### src/rtl/preg_freelist.sv
// rtl/preg_freelist.sv - physical register free list with speculative/commit heads.
// Optional macro FREELIST_BYPASS_EN: grant a same-cycle freed tag when the list is empty.
module preg_freelist #(
    parameter int NUM_PREGS = 64,
    parameter int NUM_AREGS = 32,
    parameter int PTAG_W    = 6
) (
    input  logic              clk,
    input  logic              rst_n,
    input  logic              alloc_req,
    output logic              alloc_gnt,
    output logic [PTAG_W-1:0] alloc_tag,
    input  logic              free_valid,
    input  logic [PTAG_W-1:0] free_tag,
    input  logic              commit_valid,
    input  logic              flush,
    output logic              ready,
    output logic [PTAG_W:0]   free_count,
    output logic              err
);
    localparam int PW = PTAG_W + 1;
    localparam logic [0:0]    ST_INIT   = 1'b0;
    localparam logic [0:0]    ST_RUN    = 1'b1;
    localparam logic [PW-1:0] INIT_LAST = PW'(NUM_PREGS - NUM_AREGS - 1);
    localparam logic [PW-1:0] FULL_CNT  = PW'(NUM_PREGS);

    logic [0:0]        state_q, state_d;
    logic [PW-1:0]     spec_q, spec_d;
    logic [PW-1:0]     cmt_q, cmt_d;
    logic [PW-1:0]     tail_q, tail_d;
    logic              err_q, err_d;
    logic [PTAG_W-1:0] queue_q [NUM_PREGS];

    logic              wr_en;
    logic [PTAG_W-1:0] wr_idx;
    logic [PTAG_W-1:0] wr_data;
    logic              run, empty, full, bypass, gnt, free_ok, cmt_ok;
    logic [PW-1:0]     count;

    always_comb begin
        run     = (state_q == ST_RUN);
        count   = tail_q - spec_q;
        empty   = (count == '0);
        full    = (count == FULL_CNT);
`ifdef FREELIST_BYPASS_EN
        bypass  = run & alloc_req & free_valid & ~flush & empty;
`else
        bypass  = 1'b0;
`endif
        gnt     = run & alloc_req & ~flush & (~empty | bypass);
        free_ok = run & free_valid & ~full;
        cmt_ok  = run & commit_valid & (cmt_q != spec_q);

        state_d = state_q;
        spec_d  = spec_q;
        cmt_d   = cmt_q;
        tail_d  = tail_q;
        err_d   = err_q;
        wr_en   = 1'b0;
        wr_idx  = tail_q[PTAG_W-1:0];
        wr_data = free_tag;

        if (!run) begin
            // Fill entry i with tag NUM_AREGS+i; tail doubles as the fill counter.
            wr_en   = 1'b1;
            wr_data = PTAG_W'(NUM_AREGS) + tail_q[PTAG_W-1:0];
            tail_d  = tail_q + 1'b1;
            if (tail_q == INIT_LAST) begin
                state_d = ST_RUN;
            end
        end else begin
            if (free_ok) begin
                wr_en  = 1'b1;
                tail_d = tail_q + 1'b1;
            end
            if (cmt_ok) begin
                cmt_d = cmt_q + 1'b1;
            end
            // Flush rewinds to the commit head including any commit this cycle.
            if (flush) begin
                spec_d = cmt_d;
            end else if (gnt) begin
                spec_d = spec_q + 1'b1;
            end
            if ((free_valid && full) || (commit_valid && (cmt_q == spec_q))) begin
                err_d = 1'b1;
            end
        end
    end

    always_ff @(posedge clk or negedge rst_n) begin
        if (!rst_n) begin
            state_q <= ST_INIT;
            spec_q  <= '0;
            cmt_q   <= '0;
            tail_q  <= '0;
            err_q   <= 1'b0;
        end else begin
            state_q <= state_d;
            spec_q  <= spec_d;
            cmt_q   <= cmt_d;
            tail_q  <= tail_d;
            err_q   <= err_d;
        end
    end

    always_ff @(posedge clk) begin
        if (wr_en) begin
            queue_q[wr_idx] <= wr_data;
        end
    end

    always_comb begin
        alloc_gnt  = gnt;
        alloc_tag  = '0;
        if (bypass) begin
            alloc_tag = free_tag;
        end else if (gnt) begin
            alloc_tag = queue_q[spec_q[PTAG_W-1:0]];
        end
        ready      = run;
        free_count = count;
        err        = err_q;
    end
endmodule

### config.mk
export PLATFORM = sky130hd
export DESIGN_NAME = preg_freelist
export DESIGN_NICKNAME = d
export VERILOG_FILES = /design/src/rtl/preg_freelist.sv
export SDC_FILE = /design/constraint.sdc
export NUM_CORES = 1
export LEC_CHECK = 0
export BUFFER_PORTS_ARGS = -buffer_cell sky130_fd_sc_hd__buf_2
export CAP_MARGIN = 10
export CORE_MARGIN = 1.5
export CORE_UTILIZATION = 56
export CTS_CLUSTER_SIZE = 40
export DETAILED_ROUTE_END_ITERATION = 10
export PLACE_DENSITY = 0.74
export SLEW_MARGIN = 20
export SYNTH_ARGS = -nofsm -noshare
export SYNTH_HDL_FRONTEND = slang
export SYNTH_SLANG_ARGS = --single-unit
### constraint.sdc
create_clock -name clk -period 3.9 [get_ports clk]
set_input_delay 0.585 -clock clk [delete_from_list [all_inputs] [get_ports clk]]
set_output_delay 0.585 -clock clk [all_outputs]
set_load 0.03 [all_outputs]
==> Word-level counts from Yosys, hierarchy flattened <==
Memory sizes are Yosys's and may differ from the RTL's.
Index checks and enable logic that the tools add are counted.
{ "totals": {"ff_bits": 23, "ramBits": 384, "input_bits": 12, "output_inout_bits": 16, "elab_cells": 46, "n_memories": 1} }
{ "memory_table": {"columns": ["name", "words", "word_bits", "rd", "rd_clocked_by_memory_dff", "wr", "line_no", "rtl"], "rows": [
  ["queue_q", 64, 6, 1, 0, 1, "32", "logic [PTAG_W-1:0] queue_q [NUM_PREGS];"]
]} }
{ "classes": {"addsub": 5, "n_eq_ne": 5, "muxes": 13, "n_bitwise": 10, "reduce_logical": 7} }
{ "ops": {"columns": ["cell", "count"], "rows": [
  ["7-bit two-way mux", 5],
  ["7-bit by 1-bit adder with 7-bit output (second input constant)", 3],
  ["6-bit two-way mux", 2],
  ["1-bit bitwise AND", 7],
  ["7-bit by 5-bit == test with 1-bit output (second input constant)", 1],
  ["7-bit == test", 1],
  ["7-bit == test (second input constant)", 1],
  ["7-bit zero test", 1],
  ["7-bit != test", 1],
  ["7-bit subtractor", 1],
  ["6-bit adder (first input constant)", 1],
  ["1-bit two-way mux", 6],
  ["2-bit AND reduction", 2],
  ["1-bit NOT", 3],
  ["1-bit logical AND", 2],
  ["2-bit by 1-bit != test with 1-bit output (second input constant)", 1],
  ["2-bit nonzero test", 1],
  ["1-bit logical OR", 1]
]} }

==> Longest topological paths before layout <==
Gate-level depths: netlist (run 1).
{ "logic_depth": {"depth_word": 8, "mapped_depth": 11, "ltp_nobuf": 10} }

==> Worst setup path before layout (run 1) <==
No wires, ideal clock.
{ "synth_path": {"path_type": "reg-to-reg", "start": "reg state_q (netlist: ready)", "end": "mem queue_q[0][2], data pin", "setup_ps": 702, "arrival_time_ps": 3477, "required_ps": 3198, "slack_ps": -279, "stages_incl_launch_ff": 4, "path_buffers": 2, "period_less_slack_ps": 4179, "cell_sequence": "dfrtp_1 > clkbuf_1 > buf_1 > o21ai_0"} }
{ "synth_via": {"elab_chain_cells": 1} }
{ "synth_lines": {"columns": ["item", "line_no", "rtl"], "rows": [
  ["start: declaration", "27", "logic [0:0] state_q, state_d;"],
  ["start signal: assignment", "99", "state_q <= state_d;"],
  ["6-bit two-way mux", "63", "if (!run) begin"],
  ["named net wr_data[2]", "36", "logic [PTAG_W-1:0] wr_data;"],
  ["end: declaration", "32", null]
]} }
The timed path passes the listed nets, and every way through them passes these cells.

==> Final worst setup path (run 1) <==
{ "layout_path": {"start": "reg spec_q[5]", "end": "out alloc_tag[1]"} }
{ "layout_via": {"elab_chain_cells": 5, "elab_cells_between_ends": 6, "classes_between": "add/sub (1); mux (1); bitwise (2); reduce/logical (1); memory (1)"} }
{ "layout_lines": {"columns": ["item", "line_no", "rtl"], "rows": [
  ["start: declaration", "28", "logic [PW-1:0] spec_q, spec_d;"],
  ["start signal: assignment", "100", "spec_q <= spec_d;"],
  ["7-bit subtractor", "42", "count = tail_q - spec_q;"],
  ["7-bit zero test", "43", "empty = (count == '0);"],
  ["1-bit NOT", "50", "gnt = run & alloc_req & ~flush & (~empty | bypass);"],
  ["1-bit bitwise AND", "50", null],
  ["6-bit two-way mux *", "118", "end else if (gnt) begin"],
  ["end: declaration", "12", "output logic [PTAG_W-1:0] alloc_tag,"]
]} }
Mark *: on every way between the ends. The rest lies on a longest branch, timed or not.

==> impl_metrics.toml, run 1 <==
[pwr]
intPower_mw = 9.06
power_frac_comb_pct = 37.1
p_switching_mw = 4.85
p_clk_share_pct = 25.8
switching_share_pct = 34.9
p_leak_nw = 6.10
pwr-share-seq_pct = 37.1
power_density_nw_per_um2 = 730
irDropWorstVdd_uv = 588

[drt]
drtIter0Drc = 1191
vias = 9607
avgViaCountPerCell = 6.73
first_pass_iters = 7
wire_per_inst_um = 28.4
ant_nets = 0
drt_wl_total_um = 40500
drc = 0

[logic_synthesis]
syn_area_sq_um = 17000
yosys_register_bits = 407
synth.net_count = 977
syn_area_per_cell_sq_um = 17.8
synth-async-reset-ratio_pct = 5.65
yosys.cell_types.count = 67
synth_ff_type = "edfxtp_1"
synth_edf_count = 384
synth_top_cell_by_area = "edfxtp_1"
yosysWarnings = 0
ys_top_cells_by_area = "edfxtp_1, mux4_2, dfrtp_1"
netlist_top_cells_count = "edfxtp_1, mux4_2, a21oi_1, nand2_1, nor2_1"
synth_most_common_cell = "edfxtp_1"
syn_inst = 955
ys_seq_area_share_pct = 71.2
synth_top_area_share_pct = 67.8

[timing]
period_minus_slack_ns = 3.83
fin_setup_tns_ns = 0
worst_slew_pin_slew_ns = 0.970
setup_viol = 0
report.final.slew_viol_count = 0
fmax_ghz = 0.261
post-route-worst-setup-slack_ns = 0.0744
report.final.hold_viol_count = 0
fin_worst_skew_ns = 0.0162
fin_crit_sh_pct = 98.1
relSlewSlack_pct = 34.8

[cts]
cts_tree = "built"
clock_tree.buffer_depth = 3
clk_latency_ns = 0.54
cts.sinks = 407
h-tree-depth = 2
root_buffer = "clkbuf_16"
numCtsBuffers = 40
clkTransAtPathRegs_ns = 0.07
ctsHoldBuffers = 0

[critical_path]
start_kind = "flip-flop"
endpoint_kind = "output pin"
crit_fanout = 10
required_ns = 3.31
crit_type = "reg -> out"
worstPathArrival_ns = 3.24

[grt]
grt-ovfl-total = 0
antenna_found_initial = 0
grt_pass1_vias = 9506
track_usage_pct = 26.7
grt_max_degree = 69
grt_pass1_wl_um = 60500

[floorplanning]
dieArea_sq_um = 31400
top_level_ports = 28
core_sq_um = 29800
fp.dieW_um = 177
start_util_pct = 57.1
die_y_um = 177
core.rowCount = 63

[placement]
dp_hpwl_um = 24200
io_buffer_count = 27
gp_congestion = 0.974
dp_slack_ns = 0.426

[final_layout]
drive_gt1_share_pct = 24.6
diodes = 0
fin_nets = 1033
area_delta_synth_final_pct = 11.9

[outcome]
status = "complete, no violations"

[min_path]
hold_path.class = "in -> async"

[job]
drv_cap = 0
-- per-stage QoR --
stage / instance area, sq um / power [mW] / instances / hold WS [ns] / util (%)
CTS: 18900 / 13.7 / 1425 / 0.0612 / 63.6
floorplan: 17000 / 8.64 / 955 / 0.289 / -
global placement: 17700 / 9.98 / 1353 / 0.465 / 59.3
global route: 19000 / 14.4 / 1428 / 0.0965 / 63.9
detailed placement: 17700 / 10.0 / 1353 / 0.479 / 59.3
finish: 19000 / 13.9 / 1428 / 0.0555 / 63.9
-- flip-flops by register name, summed over array words and instances, names as in the netlist --
| signal | cells |
|---|---|
| cmt_q | 7 |
| err | 1 |
| queue_q | 384 |
| ready | 1 |
| spec_q | 7 |
| tail_q | 7 |
-- path summary, 6_finish.rpt --
check,slack (ns),endpoint,from,cells past startpoint
worst max-delay path,0.07,alloc_tag[1],spec_q[5]$_DFFE_PN0P_,8
worst max register to register,0.46,queue_q[9][5]$_DFFE_PP_,spec_q[3]$_DFFE_PN0P_,11
min in group clk,0.40,spec_q[2]$_DFFE_PN0P_,alloc_req,3
worst min register to register,0.49,err$_DFFE_PN0P_,err$_DFFE_PN0P_,1
max in group asynchronous,3.38,spec_q[0]$_DFFE_PN0P_,rst_n,1
worst min-delay path,0.06,cmt_q[2]$_DFFE_PN0P_,rst_n,1
-- what timing repair did --
item	in CTS	in global routing
endpoints found under the setup margin	7	7
pin swaps	1	4
gates cloned	1	0
hold endpoints to repair	0	0
setup buffers	2	3
gates resized for setup	3	19
-- logic make-up (layout without fill, tap and decap cells) --
group,count (synthesis),count (layout),synth area share [%]
adder cells (fa/ha/maj),10,10,0.780
AO/OA/AOI/OAI,177,177,6.57
multiplexers,110,110,14.1
AND/OR/NAND/NOR,159,159,4.31
flip-flops,407,407,71.2
buffers and inverters,73,156,2.14
XOR/XNOR,19,19,0.978
-- worst max-delay path: stages (launching register included) --
cell     delay (ns)
dfrtp_2        0.49
inv_1          0.27
ha_4           0.28
o31ai_1        0.83
nor2_8         0.12
inv_6          0.16
o21ai_4        0.11
nor3_2         0.24
buf_4          0.20
-- cell usage in the layout (no fill, tap or decap), types with 4 or more instances in the layout --
master and count:
nor2_1 29, o211ai_1 5, buf_4 40, ha_1 8, nand3_1 11, edfxtp_1 384
mux2i_1 4, a22oi_1 18, clkbuf_1 10, nor3_1 18, o2111ai_1 4, inv_1 15
buf_2 23, o21ai_0 16, nor3_2 4, dfrtp_1 19, clkinv_1 8, a21oi_1 77
clkinv_2 7, mux4_2 102, nand2_1 71, nand2b_1 4, o22ai_1 23, clkbuf_16 42
or3_1 4, xnor2_1 17
-- final cells by class --
cell class                      instances  area [sq um]
Clock inverter                         17           119
Multi-Input combinational cell        475          4640
Clock buffer                           52          1090
Timing Repair Buffer                   67           510
Fill cell                            2014         10800
Inverter                               20          80.1
Tap cell                              390           488
Sequential cell                       407         12100
-- power groups by stage --
stage	combinational, mW	clock [mW]	sequential (mW)
after global routing	5.42	3.79	5.18
after floorplan	3.45	0	5.19
after CTS	4.96	3.62	5.15
final	5.15	3.59	5.16
after detailed placement	4.80	0	5.23
after global placement	4.76	0	5.22
-- metal layers --
metal	track usage [%]	share of wire, %
met1	37.8	39
met2	40.6	47
met3	6.19	9.9
met4	10.8	4.5
met5	0	0
(Power assumes the default switching activity.)
==> inputs of run 2 (changes only) <==
Settings changed: ABC_AREA set to 1, CORE_UTILIZATION 56 to 57, PLACE_DENSITY 0.74 to 0.75.
==> impl_metrics.toml, run 2 <==
[floorplanning]
top_level_ports = 28
start_util_pct = 57.6
dieArea_sq_um = 31800
fp.dieW_um = 178
core.rowCount = 64
die_y_um = 178
core_sq_um = 30400

[cts]
h-tree-depth = 2
ctsHoldBuffers = 0
post_cts_buffers = 0
clkTransAtPathRegs_ns = 0.06
clk_latency_ns = 0.53
root_buffer = "clkbuf_16"
cts_tree = "built"
clock_tree.buffer_depth = 3
numCtsBuffers = 41
cts.sinks = 407

[timing]
period_minus_slack_ns = 3.78
fin_crit_sh_pct = 97.0
report.final.hold_viol_count = 0
setup_viol = 0
fin_setup_tns_ns = 0
rsz0062_at_grt = "false"
fin_worst_skew_ns = 0.0186
report.final.slew_viol_count = 0
worst_slew_pin_slew_ns = 1.06
relSlewSlack_pct = 29.0
post-route-worst-setup-slack_ns = 0.116
fmax_ghz = 0.264

[critical_path]
cp_slowest_stage_delay_ns = 0.44
worstPathArrival_ns = 3.20
cp.depth = 10
crit_fanout = 32
crit_chain = "buf_4 -> inv_8 -> nand2_2 -> o221ai_1 -> a21oi_1 -> nand3_1 -> nand3_1 -> nand2_1 -> nor2_1 -> buf_2"
crit_type = "reg -> out"
slowest_stage = "buf_4"
critPathBufInv = 3
endpoint_kind = "output pin"
critPathMostFrequentCell = "nand3_1"
start_kind = "flip-flop"
rr_worst_depth = 14
required_ns = 3.31
critPathTopFamily = "simple AND/OR/NAND/NOR gates"

[logic_synthesis]
synth_edf_count = 384
syn_area_per_cell_sq_um = 11.3
yosys_register_bits = 407
yosys.cell_types.count = 40
ys_top_cells_by_area = "edfxtp_1, nand2_1, nand3_1"
synth_most_common_cell = "nand2_1"
synth_top_cell_by_area = "edfxtp_1"
yosysWarnings = 0
ys_seq_area_share_pct = 69.0
synth_top_area_share_pct = 65.7
syn_inst = 1559
synth-async-reset-ratio_pct = 5.65
syn_area_sq_um = 17500
netlist_top_cells_count = "nand2_1, edfxtp_1, nand3_1, nor2_1, a21oi_1"
synth.net_count = 1581
synth_ff_type = "edfxtp_1"

[pwr]
pwr-share-seq_pct = 37.2
power_density_nw_per_um2 = 709
p_clk_share_pct = 27.1
p_switching_mw = 5.23
intPower_mw = 8.56
power_frac_comb_pct = 35.7
irDropWorstVdd_uv = 394
switching_share_pct = 37.9
p_leak_nw = 7.16

[grt]
antenna_found_initial = 0
grt-ovfl-total = 0
grt_pass1_vias = 11500
track_usage_pct = 27.6
grt_pass1_wl_um = 65500
grt_max_degree = 117

[final_layout]
area_delta_synth_final_pct = 10.9
sequential_cell_area_sq_um = 12100
final_common_cell = "nand2_1"
largest-register = "queue_q"
layout_common_cells = "nand2_1, edfxtp_1, nand3_1, nor2_1, a21oi_1"
final_cell_area_sq_um = 19500
diodes = 0
drive_gt1_share_pct = 10.8
postLayoutCoreUtil_pct = 63.9
largest_register_ffs = 384
fin_nets = 1598
n_fill_cell = 2212
multi_input_comb_area_sq_um = 4890

[drt]
drt_wl_total_um = 43400
drc = 0
avgViaCountPerCell = 6.04
drtIter0Drc = 1705
ant_nets = 0
first_pass_iters = 7
wire_per_inst_um = 21.7
vias = 12100

[placement]
dp_hpwl_um = 26600
gp_congestion = 0.898
placement.cell_area_sq_um = 18100
dp_slack_ns = 0.338
io_buffer_count = 27

[outcome]
status = "complete, no violations"

[job]
drv_cap = 0

[min_path]
hold_path.class = "in -> async"
## run 2: cell types whose count changed in the layout (fill, tap and decap cells not counted), sizes merged, moves of 15 or more
cell   before  now
nor2       30   95
mux4      102    0
nand2      73  486
o22ai      23    0
inv        18   47
nand3      11  237
a22o        0   15
## run 2: cells by family after synthesis
kind of cell	share of synthesized area, %
buf+inv	3.57
fa+ha+maj	0.756
compound gates	4.99
simple gates	20.7
flops	69.0
xor+xnor	0.991
## run 2: path summary, 6_finish.rpt
kind / start / to / slack (ns)
worst min register to register: err$_DFFE_PN0P_ / err$_DFFE_PN0P_ / 0.48
worst max-delay path: spec_q[0]$_DFFE_PN0P_ / alloc_tag[5] / 0.12
worst max register to register: tail_q[0]$_DFFE_PN0P_ / queue_q[41][1]$_DFFE_PP_ / 0.39
worst min-delay path: rst_n / spec_q[0]$_DFFE_PN0P_ / 0.04
min in group clk: free_valid / err$_DFFE_PN0P_ / 0.34
max in group asynchronous: rst_n / spec_q[0]$_DFFE_PN0P_ / 3.42
## run 2: layout make-up
cell class | count | share of cell area (%)
clock inverters | 17 | 0.746
repair buffers | 57 | 2.44
clock buffers | 57 | 5.80
multi-input cells | 1018 | 25.2
inverters | 51 | 1.04
flip-flops and latches | 407 | 62.3
well taps | 396 | 2.55
## run 2: worst reg2reg max path, cell delays in order, from the launching register on
cell and delay (ns):
dfrtp_2 0.44, inv_2 0.11, ha_1 0.23, fa_1 0.43, inv_1 0.11, nand3_1 0.10, nand3_2 0.10, xor2_2 0.17
nor2_2 0.07, nand2_2 0.08, nand2_2 0.08, nand2_4 0.23, buf_4 0.23, nand2_1 0.21, nor2_1 0.56
## run 2: timing repair
action                                  CTS  global route
resized for setup                         2            14
endpoints found under the setup margin    3             5
cloned                                    0             1
## run 2: per-stage QoR
stage          hold WS (ns)  cells  power (mW)
3_3_place_gp          0.509   1927        9.89
6_report             0.0449   2003        13.8
5_1_grt              0.0738   2003        14.4
2_1_floorplan         0.289   1559        8.53
3_5_place_dp          0.478   1927        9.95
4_1_cts              0.0514   2001        13.7
## run 2: power groups by stage
stage	clock network, mW	registers, mW	logic, mW
2_1_floorplan	0	5.17	3.36
3_3_place_gp	0	5.20	4.69
3_5_place_dp	0	5.21	4.74
4_1_cts	3.76	5.12	4.79
5_1_grt	3.93	5.15	5.33
6_report	3.74	5.13	4.92
## run 2: metal layers
metal | track usage [%] | wire length (um)
met5 | 0 | 0
met4 | 12.3 | 1800
met3 | 4.20 | 4280
met2 | 42.3 | 19800
met1 | 39.2 | 17500
